[config.mk]
export PLATFORM = sky130hd
export DESIGN_NAME = pwm_rgb
export DESIGN_NICKNAME = d
export VERILOG_FILES = /design/src/rtl/led_pkg.sv /design/src/rtl/pwm_channel.sv /design/src/rtl/pwm_rgb.sv
export SDC_FILE = /design/constraint.sdc
export NUM_CORES = 1
export LEC_CHECK = 0
export BUFFER_PORTS_ARGS = -buffer_cell sky130_fd_sc_hd__buf_2
export CAP_MARGIN = 20
export CORE_AREA = 4 4 107 69
export DETAILED_ROUTE_END_ITERATION = 8
export DIE_AREA = 0 0 111 73
export GPL_TIMING_DRIVEN = 0
export PLACE_DENSITY_LB_ADDON = 0.1
export SLEW_MARGIN = 10
export SYNTH_ARGS = -nofsm -noshare
export SYNTH_HDL_FRONTEND = slang
export SYNTH_HIERARCHICAL = 1
export SYNTH_SLANG_ARGS = --single-unit
[constraint.sdc]
create_clock -name clk -period 6.1 [get_ports clk]
set_input_delay 1.22 -clock clk [delete_from_list [all_inputs] [get_ports clk]]
set_output_delay 1.22 -clock clk [all_outputs]
set_load 0.02 [all_outputs]
[src/rtl/led_pkg.sv]
// Shared LED timing constants and helpers; imported by the PWM and fade stages
// so that their duty widths always agree.
package led_pkg;

    localparam int unsigned DEFAULT_PWM_INTERVAL = 600;

    localparam bit LED_ACTIVE_LOW  = 1'b1;
    localparam bit LED_ACTIVE_HIGH = 1'b0;

    function automatic int unsigned duty_w(input int unsigned interval);
        return $clog2(interval + 1);
    endfunction

endpackage

[src/rtl/pwm_channel.sv]
// One PWM channel: period-boundary shadow duty, phase-offset wrap, compare and
// registered, polarity-adjusted output.
module pwm_channel
    import led_pkg::*;
#(
    parameter int unsigned OFFSET       = 0,
    parameter int unsigned PWM_INTERVAL = DEFAULT_PWM_INTERVAL,
    parameter bit          ACTIVE_LOW   = LED_ACTIVE_LOW,
    parameter int unsigned DW           = duty_w(PWM_INTERVAL)
) (
    input  logic          clk,
    input  logic          rst_n,
    input  logic          en,
    input  logic          load,
    input  logic [DW-1:0] cnt,
    input  logic [DW-1:0] duty_in,
    output logic          pwm_out
);

    localparam logic [DW:0] OFF = (DW+1)'(OFFSET);
    localparam logic [DW:0] PER = (DW+1)'(PWM_INTERVAL);

    logic [DW-1:0] shadow;
    logic [DW:0]   sum;
    logic [DW:0]   ph;
    logic          on;

    // One extra bit keeps cnt+OFFSET exact before the single wrap subtraction.
    always_comb begin
        sum = {1'b0, cnt} + OFF;
        ph  = sum;
        if (sum >= PER) begin
            ph = sum - PER;
        end
    end

    // Duty >= PWM_INTERVAL always exceeds the largest phase, so no gap at wrap.
    assign on = en & (ph < {1'b0, shadow});

    always_ff @(posedge clk or negedge rst_n) begin
        if (!rst_n) begin
            shadow  <= '0;
            pwm_out <= ACTIVE_LOW;
        end else begin
            if (load) begin
                shadow <= duty_in;
            end
            pwm_out <= on ^ ACTIVE_LOW;
        end
    end

endmodule

[src/rtl/pwm_rgb.sv]
// Multi-channel PWM generator: shared period counter and strobe, with one
// staggered-phase pwm_channel per LED.
module pwm_rgb
    import led_pkg::*;
#(
    parameter int unsigned PWM_INTERVAL = DEFAULT_PWM_INTERVAL,
    parameter int unsigned NUM_CH       = 3,
    parameter bit          ACTIVE_LOW   = LED_ACTIVE_LOW,
    parameter int unsigned DW           = duty_w(PWM_INTERVAL)
) (
    input  logic                       clk,
    input  logic                       rst_n,
    input  logic                       en,
    input  logic [NUM_CH-1:0][DW-1:0]  duty_in,
    output logic [NUM_CH-1:0]          pwm_out,
    output logic                       period_strobe
);

    localparam logic [DW-1:0] CNT_LAST = DW'(PWM_INTERVAL - 1);

    logic [DW-1:0] cnt;
    logic          last;
    logic          load;

    assign last = (cnt == CNT_LAST);
    // While disabled the shadows track duty_in so re-enable uses it at once.
    assign load = last | ~en;

    always_ff @(posedge clk or negedge rst_n) begin
        if (!rst_n) begin
            cnt           <= '0;
            period_strobe <= 1'b0;
        end else begin
            period_strobe <= en & last;
            if (!en || last) begin
                cnt <= '0;
            end else begin
                cnt <= cnt + DW'(1);
            end
        end
    end

    for (genvar k = 0; k < NUM_CH; k++) begin : g_ch
        pwm_channel #(
            .OFFSET       (k * (PWM_INTERVAL / NUM_CH)),
            .PWM_INTERVAL (PWM_INTERVAL),
            .ACTIVE_LOW   (ACTIVE_LOW),
            .DW           (DW)
        ) u_ch (
            .clk     (clk),
            .rst_n   (rst_n),
            .en      (en),
            .load    (load),
            .cnt     (cnt),
            .duty_in (duty_in[k]),
            .pwm_out (pwm_out[k])
        );
    end

endmodule
Yosys cells after proc, flatten, opt, wreduce, memory -nomap -nowiden
Cells that the tools add are included.
Widths: inputs -> output; s select.
{"block": "op_classes", "mux": 4, "n_lt_le_gt_ge": 6, "bitwise": 9, "add_sub_neg": 6, "n_reduce_logical": 2, "n_eq_ne": 1}
{"operator": "$lt 11x10->1", "n": 3}
{"operator": "$mux 11", "n": 3}
{"operator": "$ge 11x10->1 const B", "n": 2}
{"operator": "$sub 11x10->11 const B", "n": 2}
{"operator": "$add 10x8->11 const B", "n": 1}
{"operator": "$add 10x9->11 const B", "n": 1}
{"operator": "$sub 10x10->11 const B", "n": 1}
{"operator": "$add 10x1->10 const B", "n": 1}
{"operator": "$eq 10x10->1 const B", "n": 1}
{"operator": "$ge 10x10->1 const B", "n": 1}
{"operator": "$mux 10", "n": 1}
{"operator": "$and 1x1->1", "n": 4}
{"operator": "$not 1->1", "n": 4}
{"operator": "$logic_not 1->1", "n": 1}
{"operator": "$logic_or 1x1->1", "n": 1}
{"operator": "$or 1x1->1", "n": 1}
{"block": "word_totals", "elab_cells": 36, "out_inout_bits": 4, "inputBits": 33, "ff_bits": 44}

Logic depth before layout (Yosys ltp)
Gate-level depths: netlist (run 1).
{"block": "depth", "depth_word": 6, "ltp_mapped": 14, "ltp_nobuf": 12}

Cells and area by module
Netlist (run 1), hierarchy kept.
{"module": "pwm_channel (g_ch[1].u_ch)", "n_inst": 1, "cells_each": 110, "area_per_inst_um2": 1004.7}
{"module": "pwm_channel (g_ch[2].u_ch)", "n_inst": 1, "cells_each": 114, "area_per_inst_um2": 950.9}
{"module": "pwm_channel (g_ch[0].u_ch)", "n_inst": 1, "cells_each": 89, "area_per_inst_um2": 764.5}
{"module": "pwm_rgb", "n_inst": 1, "cells_each": 55, "area_per_inst_um2": 570.5}

Least setup slack after synthesis (run 1)
No wires, ideal clock.
{"block": "synth_path", "path_kind": "register -> register", "from": "register cnt[5]", "to": "register g_ch[1].u_ch.pwm_out", "path_stages_with_launch": 13, "t_arrival_ns": 2.947, "setup_slack_ns": 3.069, "path_cell_list": "dfrtp_1 ha_1 a211oi_4 nor2_1 nor3_2 a211oi_1 xnor2_1 ha_1 a21oi_1 nor2b_1 o21ai_0 o211ai_1 a221o_1"}
{"block": "synth_between", "elab_chain_cells": 6, "word_cells_on_any_way": 7, "cone_classes": "add/sub (2); order compare (2); mux (1); bitwise (2)"}
{"element": "start, declared", "line": "pwm_rgb.sv:21", "rtl": "logic [DW-1:0] cnt;"}
{"element": "start signal, assigned", "line": "pwm_rgb.sv:38", "rtl": "cnt <= cnt + DW'(1);"}
{"element": "$add 10x8->11 (*)", "line": "pwm_channel.sv:30", "rtl": "sum = {1'b0, cnt} + OFF;"}
{"element": "$sub 11x10->11 or $ge 11x10->1 (tied branches)", "line": "pwm_channel.sv:33, pwm_channel.sv:32"}
{"element": "$mux 11 (*)", "line": "pwm_channel.sv:32", "rtl": "if (sum >= PER) begin"}
{"element": "$lt 11x10->1 (*)", "line": "pwm_channel.sv:38", "rtl": "assign on = en & (ph < {1'b0, shadow});"}
{"element": "$and 1x1->1 (*)", "line": "pwm_channel.sv:38"}
{"element": "$not 1->1 (no source line) (*)"}
{"element": "end signal, assigned", "line": "pwm_channel.sv:48", "rtl": "pwm_out <= on ^ ACTIVE_LOW;"}
{"element": "end, declared", "line": "pwm_channel.sv:17", "rtl": "output logic pwm_out"}
Every way passes the cells marked *; elsewhere a longest branch is shown, timed or not.
A chain may end at the register's enable or synchronous reset.

Worst setup path after layout (run 1)
Ends and elaborated chain as after synthesis.

==> impl_results.md, run 1 <==
- Ys Warns: 6
- Initial Utilization: 51.28%
- Row count: 23
- DRT Pass-1 Iters: 4
- Met3 WL post-DR: 315 um
- Final setup fails: 0
- Mapped cell area: 0.003291 sq mm
- Hold Crit Class: flip-flop to flip-flop
- Critical Path Source Type: flip-flop
- Worst Slack Setup Final: 2482 ps
- FF+latch count, synth: 44
- Root Buffer Master: clkbuf_8
- Largest family of logic cells by synthesized area: compound AO/OA/AOI/OAI gates
- Yosys cell types: 66
- Post-CTS sizing: 0
- Die Footprint: 0.008103 sq mm
- Syn Inst Count: 368
- Top-Level Pins: 37
- Post-CTS Setup Bufs: 0
- P per Cell Area: 185.3 mW/mm^2
- Post-route cell area: 0.003711 sq mm
- Layout cells sized above 1: 18.89%
- Count of final max-slew check failures: 0
- Post-Synth Adder-Cell Area: 13.31%
- CP Class: flip-flop to flip-flop
- Die H: 73 um
- RSZ-0062 raised after global routing: false
- Peak supply drop: 0.1024 mV
- P_leak: 1.720 nW
- Worst EP arrival: 3840 ps
- Worst EP required: 6330 ps
- Mux contribution to synthesized area: 2.319%
- WL/cell: 14.63 um
- Synth Area in XOR/XNOR: 6.084%
- Post-route clock period utilization: 59.31%
- DRT antenna net count: 0
- Compound-Gate Fraction of Synth Area: 21.03%
- Placeable core area: 0.006417 sq mm
- Post-DP Area: 0.003580 sq mm
- WL met2: 3021 um
- Post-synthesis sequential area ratio: 33.57%
- Total Wirelength: 7316 um
- Number of global-route vias before repair: 2633
- RePlAce Congestion: 0.7952
- # diodes: 0
- Final setup TNS: 0 ps
- Highest routed layer: met4
- Final Hold Vio Count: 0
- DR iter-0 viols: 118
- Setup Slack @ Placement: 2545 ps
- Synth top area share: 31.18%
- HPWL Detailed: 5390 um
- GRT Util Overall: 19.30%
- Worst setup EP type: flip-flop
- Die X: 111 um
- Final Net Count: 480
- Skew-Pair Late Insertion Delay: 300 ps
- Met1 Wirelength: 3891 um
- Avg Inst Size Synth: 8.942 sq um
- Sink Count: 44
- Max Fclk: 0.2764 GHz
- Simple-gate share of the synthesized area: 18.17%
- Max Clock Skew: 7.131 ps
- Minimum clock period after layout: 3618 ps
- DR vias/cell: 5.392
- Async set or reset register ratio after synthesis: 100.0%
- Grt ovf: 0
- I/O Buffers: 36
- Global-route wire length before repair: 12650 um
- CTS tree: yes
- H-tree levels: 2
- Worst Hold Slack: 517.6 ps
- Hold-fix buffers, CTS: 0
- DRC Markers: 0
- Clock transition at the registers of the reported paths: 80 ps
- Status: finished, final reports clean
- Area Growth Syn to Fin: 12.78%
- Vias: 2696
- Synth Flop Type: dfrtp_1
- Max Buffers Root-to-Sink: 2
- Cell taking the most area after synthesis: dfrtp_1
- Total CTS buffers: 5
- Initial antenna violation count: 0
- CP max FO: 22
- Number of enable flip-flop cells after synthesis: 0
- Slew @ Worst Pin: 807.8 ps
- Syn nets: 436
- Synth top area cells: dfrtp_1 (31%), ha_1 (13%), o21ai_0 (6.1%)
- Largest net degree at the start of global routing: 45
- Slew HR: 46.15%
- Max-cap violations: 0
==> worst paths after layout <==
path	start	end	slack, ps	cells past startpoint
setup / recovery	cnt[5]	g_ch[1].u_ch/pwm_out	2480	12
hold / removal	g_ch[0].u_ch/shadow[0]	g_ch[0].u_ch/shadow[0]	520	1
setup reg to reg	cnt[5]	g_ch[1].u_ch/pwm_out	2480	12
hold reg to reg	g_ch[0].u_ch/shadow[0]	g_ch[0].u_ch/shadow[0]	520	1
max in group asynchronous	rst_n	g_ch[1].u_ch/pwm_out	4690	2
min in group asynchronous	rst_n	g_ch[0].u_ch/shadow[4]	830	1
==> registers in the layout, summed over array words and instances (netlist names) <==
| signal | count |
|---|---|
| cnt | 10 |
| g_ch.u_ch/pwm_out | 3 |
| g_ch.u_ch/shadow | 30 |
| period_strobe | 1 |
==> layout by cell type, fill, tap and decap left out, types with 6 or more instances in the layout <==
| cell type | instances |
|---|---|
| a21oi_1 | 17 |
| buf_2 | 36 |
| clkbuf_1 | 6 |
| dfrtp_1 | 41 |
| ha_1 | 35 |
| inv_1 | 35 |
| nand2_1 | 42 |
| nand2b_1 | 6 |
| nand3_1 | 11 |
| nor2_1 | 19 |
| o21ai_0 | 40 |
| xnor2_1 | 17 |
==> layout make-up <==
class	instances	area, sq um
repair buffers	37	200.2
flip-flops and latches	44	1105
plain buffers	9	50.05
clock inverters	3	42.54
multi-input cells	280	2004
inverters	35	131.4
well taps	87	108.9
clock buffers	5	68.82
fillers	591	2706
==> cells in the mapped netlist, types with 4 or more instances <==
cell type and count:
a211oi_1 4, a21o_1 5, xor2_1 4, dfrtp_1 41, o211ai_1 5, nor3_1 4, inv_1 35, nand3_1 11
xnor2_1 17, clkbuf_1 6, ha_1 35, o21ai_0 40, nand2_1 42, nand2b_1 6, nor2_1 19, a21oi_1 17
mux2_2 5, or3_1 4
==> layer usage <==
layer | vias to the layer above | GRT usage, %
li1 | 1391 | -
met3 | 10 | 4.225
met5 | - | 0
met4 | 0 | 6.011
met1 | 1249 | 27.36
met2 | 46 | 29.70
==> critical path, stage by stage (launching register included) <==
cell and delay, ps:
dfrtp_1 870, ha_1 380, a211oi_4 100, nor2_1 460
nor3_2 160, a211oi_1 290, xnor2_1 180, ha_1 280
a21oi_1 170, nor2b_1 70, o21ai_0 150, o211ai_1 110
a221o_1 310
==> through the flow <==
stage                     std cells  utilization (%)  power (W)
after detailed placement        491            55.78  0.0004686
after global routing            500            57.83  0.0007320
final                           500            57.83  0.0006877
after floorplan                 368                -  0.0004207
after CTS                       499            57.52  0.0006974
after global placement          491            55.78  0.0004630
==> report_power, final <==
| part | internal, W | switching [W] | total [W] |
|---|---|---|---|
| registers | 0.000315 | 0.0000185 | 0.000333 |
| logic | 0.0000560 | 0.0000739 | 0.000130 |
| clock network | 0.000121 | 0.000104 | 0.000225 |
==> logic make-up (layout without fill, tap and decap cells) <==
kind of cell,count (synthesis),after routing
AO/OA/AOI/OAI,101,101
XOR/XNOR,22,22
adder cells (fa/ha/maj),35,35
buffers and inverters,44,89
flip-flops,44,44
multiplexers,7,7
AND/OR/NAND/NOR,115,115
No activity file was read; power rests on OpenSTA's default activity.
==> inputs of run 2 (changes only) <==
--- a/config.mk
+++ b/config.mk
@@ -5,11 +5,12 @@
 export SDC_FILE = /design/constraint.sdc
 export NUM_CORES = 1
 export LEC_CHECK = 0
+export ABC_AREA = 1
 export BUFFER_PORTS_ARGS = -buffer_cell sky130_fd_sc_hd__buf_2
 export CAP_MARGIN = 20
-export CORE_AREA = 4 4 107 69
+export CORE_AREA = 4 4 113 72
 export DETAILED_ROUTE_END_ITERATION = 8
-export DIE_AREA = 0 0 111 73
+export DIE_AREA = 0 0 117 76
 export GPL_TIMING_DRIVEN = 0
 export PLACE_DENSITY_LB_ADDON = 0.1
 export SLEW_MARGIN = 10
==> constraint.sdc (replaced) <==
create_clock -name clk -period 3.7 [get_ports clk]
set_input_delay 0.74 -clock clk [delete_from_list [all_inputs] [get_ports clk]]
set_output_delay 0.74 -clock clk [all_outputs]
set_load 0.02 [all_outputs]
==> run 2 against run 1 <==
Against the previous run: register-to-register slack worse by 2000 ps; synthesized cell count grew 40%; core utilization up 0.84 points; first-iteration DRC count is 6.8% higher; non-clock buffer count down 2; clock power rose by 140%; worst setup slack got worse by 2000 ps; cell count up 30%; maximum frequency increased by 14%; largest cell class unchanged; highest routed layer unchanged.
==> impl_results.md, run 2 <==
- Met1 Wirelength: 4085 um (+5.0%)
- CP max stage cell: dfrtp_1
- Met3 WL post-DR: 342 um (+8.6%)
- Root Buffer Master: clkbuf_16
- Initial antenna violation count: 0 (unchanged)
- Yosys cell types: 33 (-50%)
- Top-Level Pins: 37 (unchanged)
- Register bank with the most flops: g_ch.u_ch/shadow
- Highest routed layer: met4
- RSZ-0062 raised after global routing: false
- CP Class: flip-flop to flip-flop
- Final setup TNS: 0 ps (unchanged)
- Synth top area cells: dfrtp_1 (28%), nand2_1 (16%), ha_1 (12%)
- HPWL Detailed: 5870 um (+8.9%)
- Worst Slack Setup Final: 514.2 ps (-1968 ps)
- Synth top area share: 28.02% (-3.2 points)
- Total Wirelength: 7885 um (+7.8%)
- Top-count cell post-synth: nand2_1
- Setup Slack @ Placement: 569.7 ps (-1975 ps)
- Hold Crit Class: input port to async pin
- Hold-fix buffers, CTS: 0 (unchanged)
- H-tree levels: 2 (unchanged)
- Die X: 117 um (+5.4%)
- Vias: 3193 (+18%)
- P per Cell Area: 298.0 mW/mm^2 (+61%)
- Peak supply drop: 0.1452 mV (+42%)
- Max Clock Skew: 4.876 ps (-2.255 ps)
- Number of global-route vias before repair: 3018 (+15%)
- Fill cells: 664 (+12%)
- Die Footprint: 0.008892 sq mm (+9.7%)
- Largest delay contributor family on the critical path: simple AND/OR/NAND/NOR gates
- Most used cell, CP: nand2_1
- Syn Inst Count: 516 (+40%)
- FF+latch count, synth: 44 (unchanged)
- Ys Warns: 6 (unchanged)
- Worst setup EP type: flip-flop
- Avg Inst Size Synth: 7.095 sq um (-21%)
- DRC Markers: 0 (unchanged)
- Count of final max-slew check failures: 0 (unchanged)
- Area occupied by multi-input gates: 0.002166 sq mm (+8.1%)
- Post-CTS Setup Bufs: 0 (unchanged)
- Row count: 24 (+4.3%)
- DRT antenna net count: 0 (unchanged)
- Post-CTS sizing: 0 (unchanged)
- Synth Flop Type: dfrtp_1
- Crit path cell chain: inv_1 -> ha_1 -> nor2_1 -> nand3_1 -> nor2_2 -> nand3_4 -> nand3_4 -> nand2_1 -> nand2_1 -> inv_1 -> ha_1 -> nand2_1 -> nor2_1 -> a21boi_0 -> o21bai_1 -> nand2_1 -> nand2_1 -> nand3_1
- Final setup fails: 0 (unchanged)
- P_leak: 2.252 nW (+31%)
- WL met2: 3403 um (+13%)
- Syn nets: 584 (+34%)
- Commonest non-fill, non-tap cell in the layout: nand2_1
- CP max FO: 18 (-18%)
- DR vias/cell: 4.897 (-9.2%)
- I/O Buffers: 36 (unchanged)
- Max Fclk: 0.3139 GHz (+14%)
- Max-cap violations: 0 (unchanged)
- Total power: 0.001239 W (+80%)
- WL/cell: 12.09 um (-17%)
- Max Buffers Root-to-Sink: 2 (unchanged)
- Buffers & Inverters on Critical Path: 2 (+2)
- Global-route wire length before repair: 13910 um (+9.9%)
- Peak per-stage delay on the critical path: 800 ps (-70 ps)
- Minimum clock period after layout: 3186 ps (-431.9 ps)
- Skew-Pair Late Insertion Delay: 290 ps (about the same)
- DRT Pass-1 Iters: 5 (+1)
- Worst EP required: 3930 ps (-2400 ps)
- GRT Util Overall: 19.01% (-0.29 points)
- Sequential cell area: 0.001105 sq mm (unchanged)
- Largest registers: g_ch.u_ch/shadow: 30 flops, cnt: 10 flops, g_ch.u_ch/pwm_out: 3 flops
- Total CTS buffers: 5 (unchanged)
- Grt ovf: 0 (unchanged)
- Cell taking the most area after synthesis: dfrtp_1
- Status: finished, final reports clean
- Max FFs per register: 30 (unchanged)
- RePlAce Congestion: 0.7898 (-0.68%)
- Synth cell count leaders: nand2_1 (155), inv_1 (86), dfrtp_1 (41), ha_1 (35), o21ai_0 (32)
- Mapped cell area: 0.003661 sq mm (+11%)
- Largest net degree at the start of global routing: 45 (unchanged)
- Most frequent cells in the layout: nand2_1 (155), inv_1 (86), dfrtp_1 (41)
- Initial Utilization: 51.66% (+0.38 points)
- Final Net Count: 628 (+31%)
- Post-route cell area: 0.004158 sq mm (+12%)
- Slew HR: 53.19% (+7.0 points)
- Final Hold Vio Count: 0 (unchanged)
- DR iter-0 viols: 126 (+6.8%)
- Final Util: 58.67% (+0.84 points)
- Sink Count: 44 (unchanged)
- # diodes: 0 (unchanged)
- Number of enable flip-flop cells after synthesis: 0 (unchanged)
- Post-synthesis sequential area ratio: 30.18% (-3.4 points)
- Async set or reset register ratio after synthesis: 100.0% (unchanged)
- CTS tree: yes
- Clock transition at the registers of the reported paths: 70 ps (about the same)
- Layout cells sized above 1: 18.89% (about the same)
- Worst EP arrival: 3410 ps (-430 ps)
- Post-DP Area: 0.003955 sq mm (+10%)
- Post-route clock period utilization: 86.10% (+27 points)
- Critical Path Source Type: flip-flop
- Placeable core area: 0.007087 sq mm (+10%)
- Slew @ Worst Pin: 702.2 ps (-105.6 ps)
- Area Growth Syn to Fin: 13.57%
- Die H: 76 um (+4.1%)
run 2: logic make-up (layout without fill, tap and decap cells):
kind of cell	count (synthesis)	after routing	synth area share, %
xor+xnor	10	10	2.392
mux	2	2	0.6151
buf+inv	101	146	10.66
fa+ha+maj	35	35	11.96
flops	44	44	30.18
simple gates	267	267	35.89
compound gates	57	57	8.305
run 2: report_power, final:
group          internal, W  switching [W]
Sequential        0.000517      0.0000175
Clock             0.000356       0.000193
Combinational    0.0000633      0.0000924
run 2: worst paths after layout:
check	startpoint	end	slack [ps]	cells after the start
worst max-delay path	cnt[3]	g_ch[1].u_ch/pwm_out	510	18
worst min-delay path	rst_n	g_ch[0].u_ch/shadow[6]	380	1
worst min register to register	g_ch[1].u_ch/shadow[0]	g_ch[1].u_ch/shadow[0]	520	1
worst max register to register	cnt[3]	g_ch[1].u_ch/pwm_out	510	18
min in group clk	g_ch[1].u_ch/shadow[0]	g_ch[1].u_ch/shadow[0]	520	1
max in group asynchronous	rst_n	g_ch[1].u_ch/pwm_out	2740	2
run 2: area by class of cell:
| type | count | share of cell area, % |
|---|---|---|
| clock inverters | 1 | 0.7222 |
| flip-flops and latches | 44 | 26.57 |
| well taps | 91 | 2.738 |
| plain buffers | 7 | 0.8426 |
| multi-input cells | 371 | 52.09 |
| inverters | 94 | 8.546 |
| clock buffers | 7 | 3.671 |
| repair buffers | 37 | 4.815 |
run 2: per-layer routing:
| layer | track usage [%] | vias up |
|---|---|---|
| met3 | 3.968 | 8 |
| met5 | 0 | - |
| met4 | 3.780 | 0 |
| met2 | 28.43 | 44 |
| li1 | - | 1702 |
| met1 | 28.28 | 1439 |
run 2: metrics by stage:
stage | std cells | hold slack, ps
2_1_floorplan | 516 | 444.4
3_3_place_gp | 643 | 506.2
3_5_place_dp | 643 | 517.3
4_1_cts | 651 | 532.0
5_1_grt | 652 | 410.1
6_report | 652 | 381.5
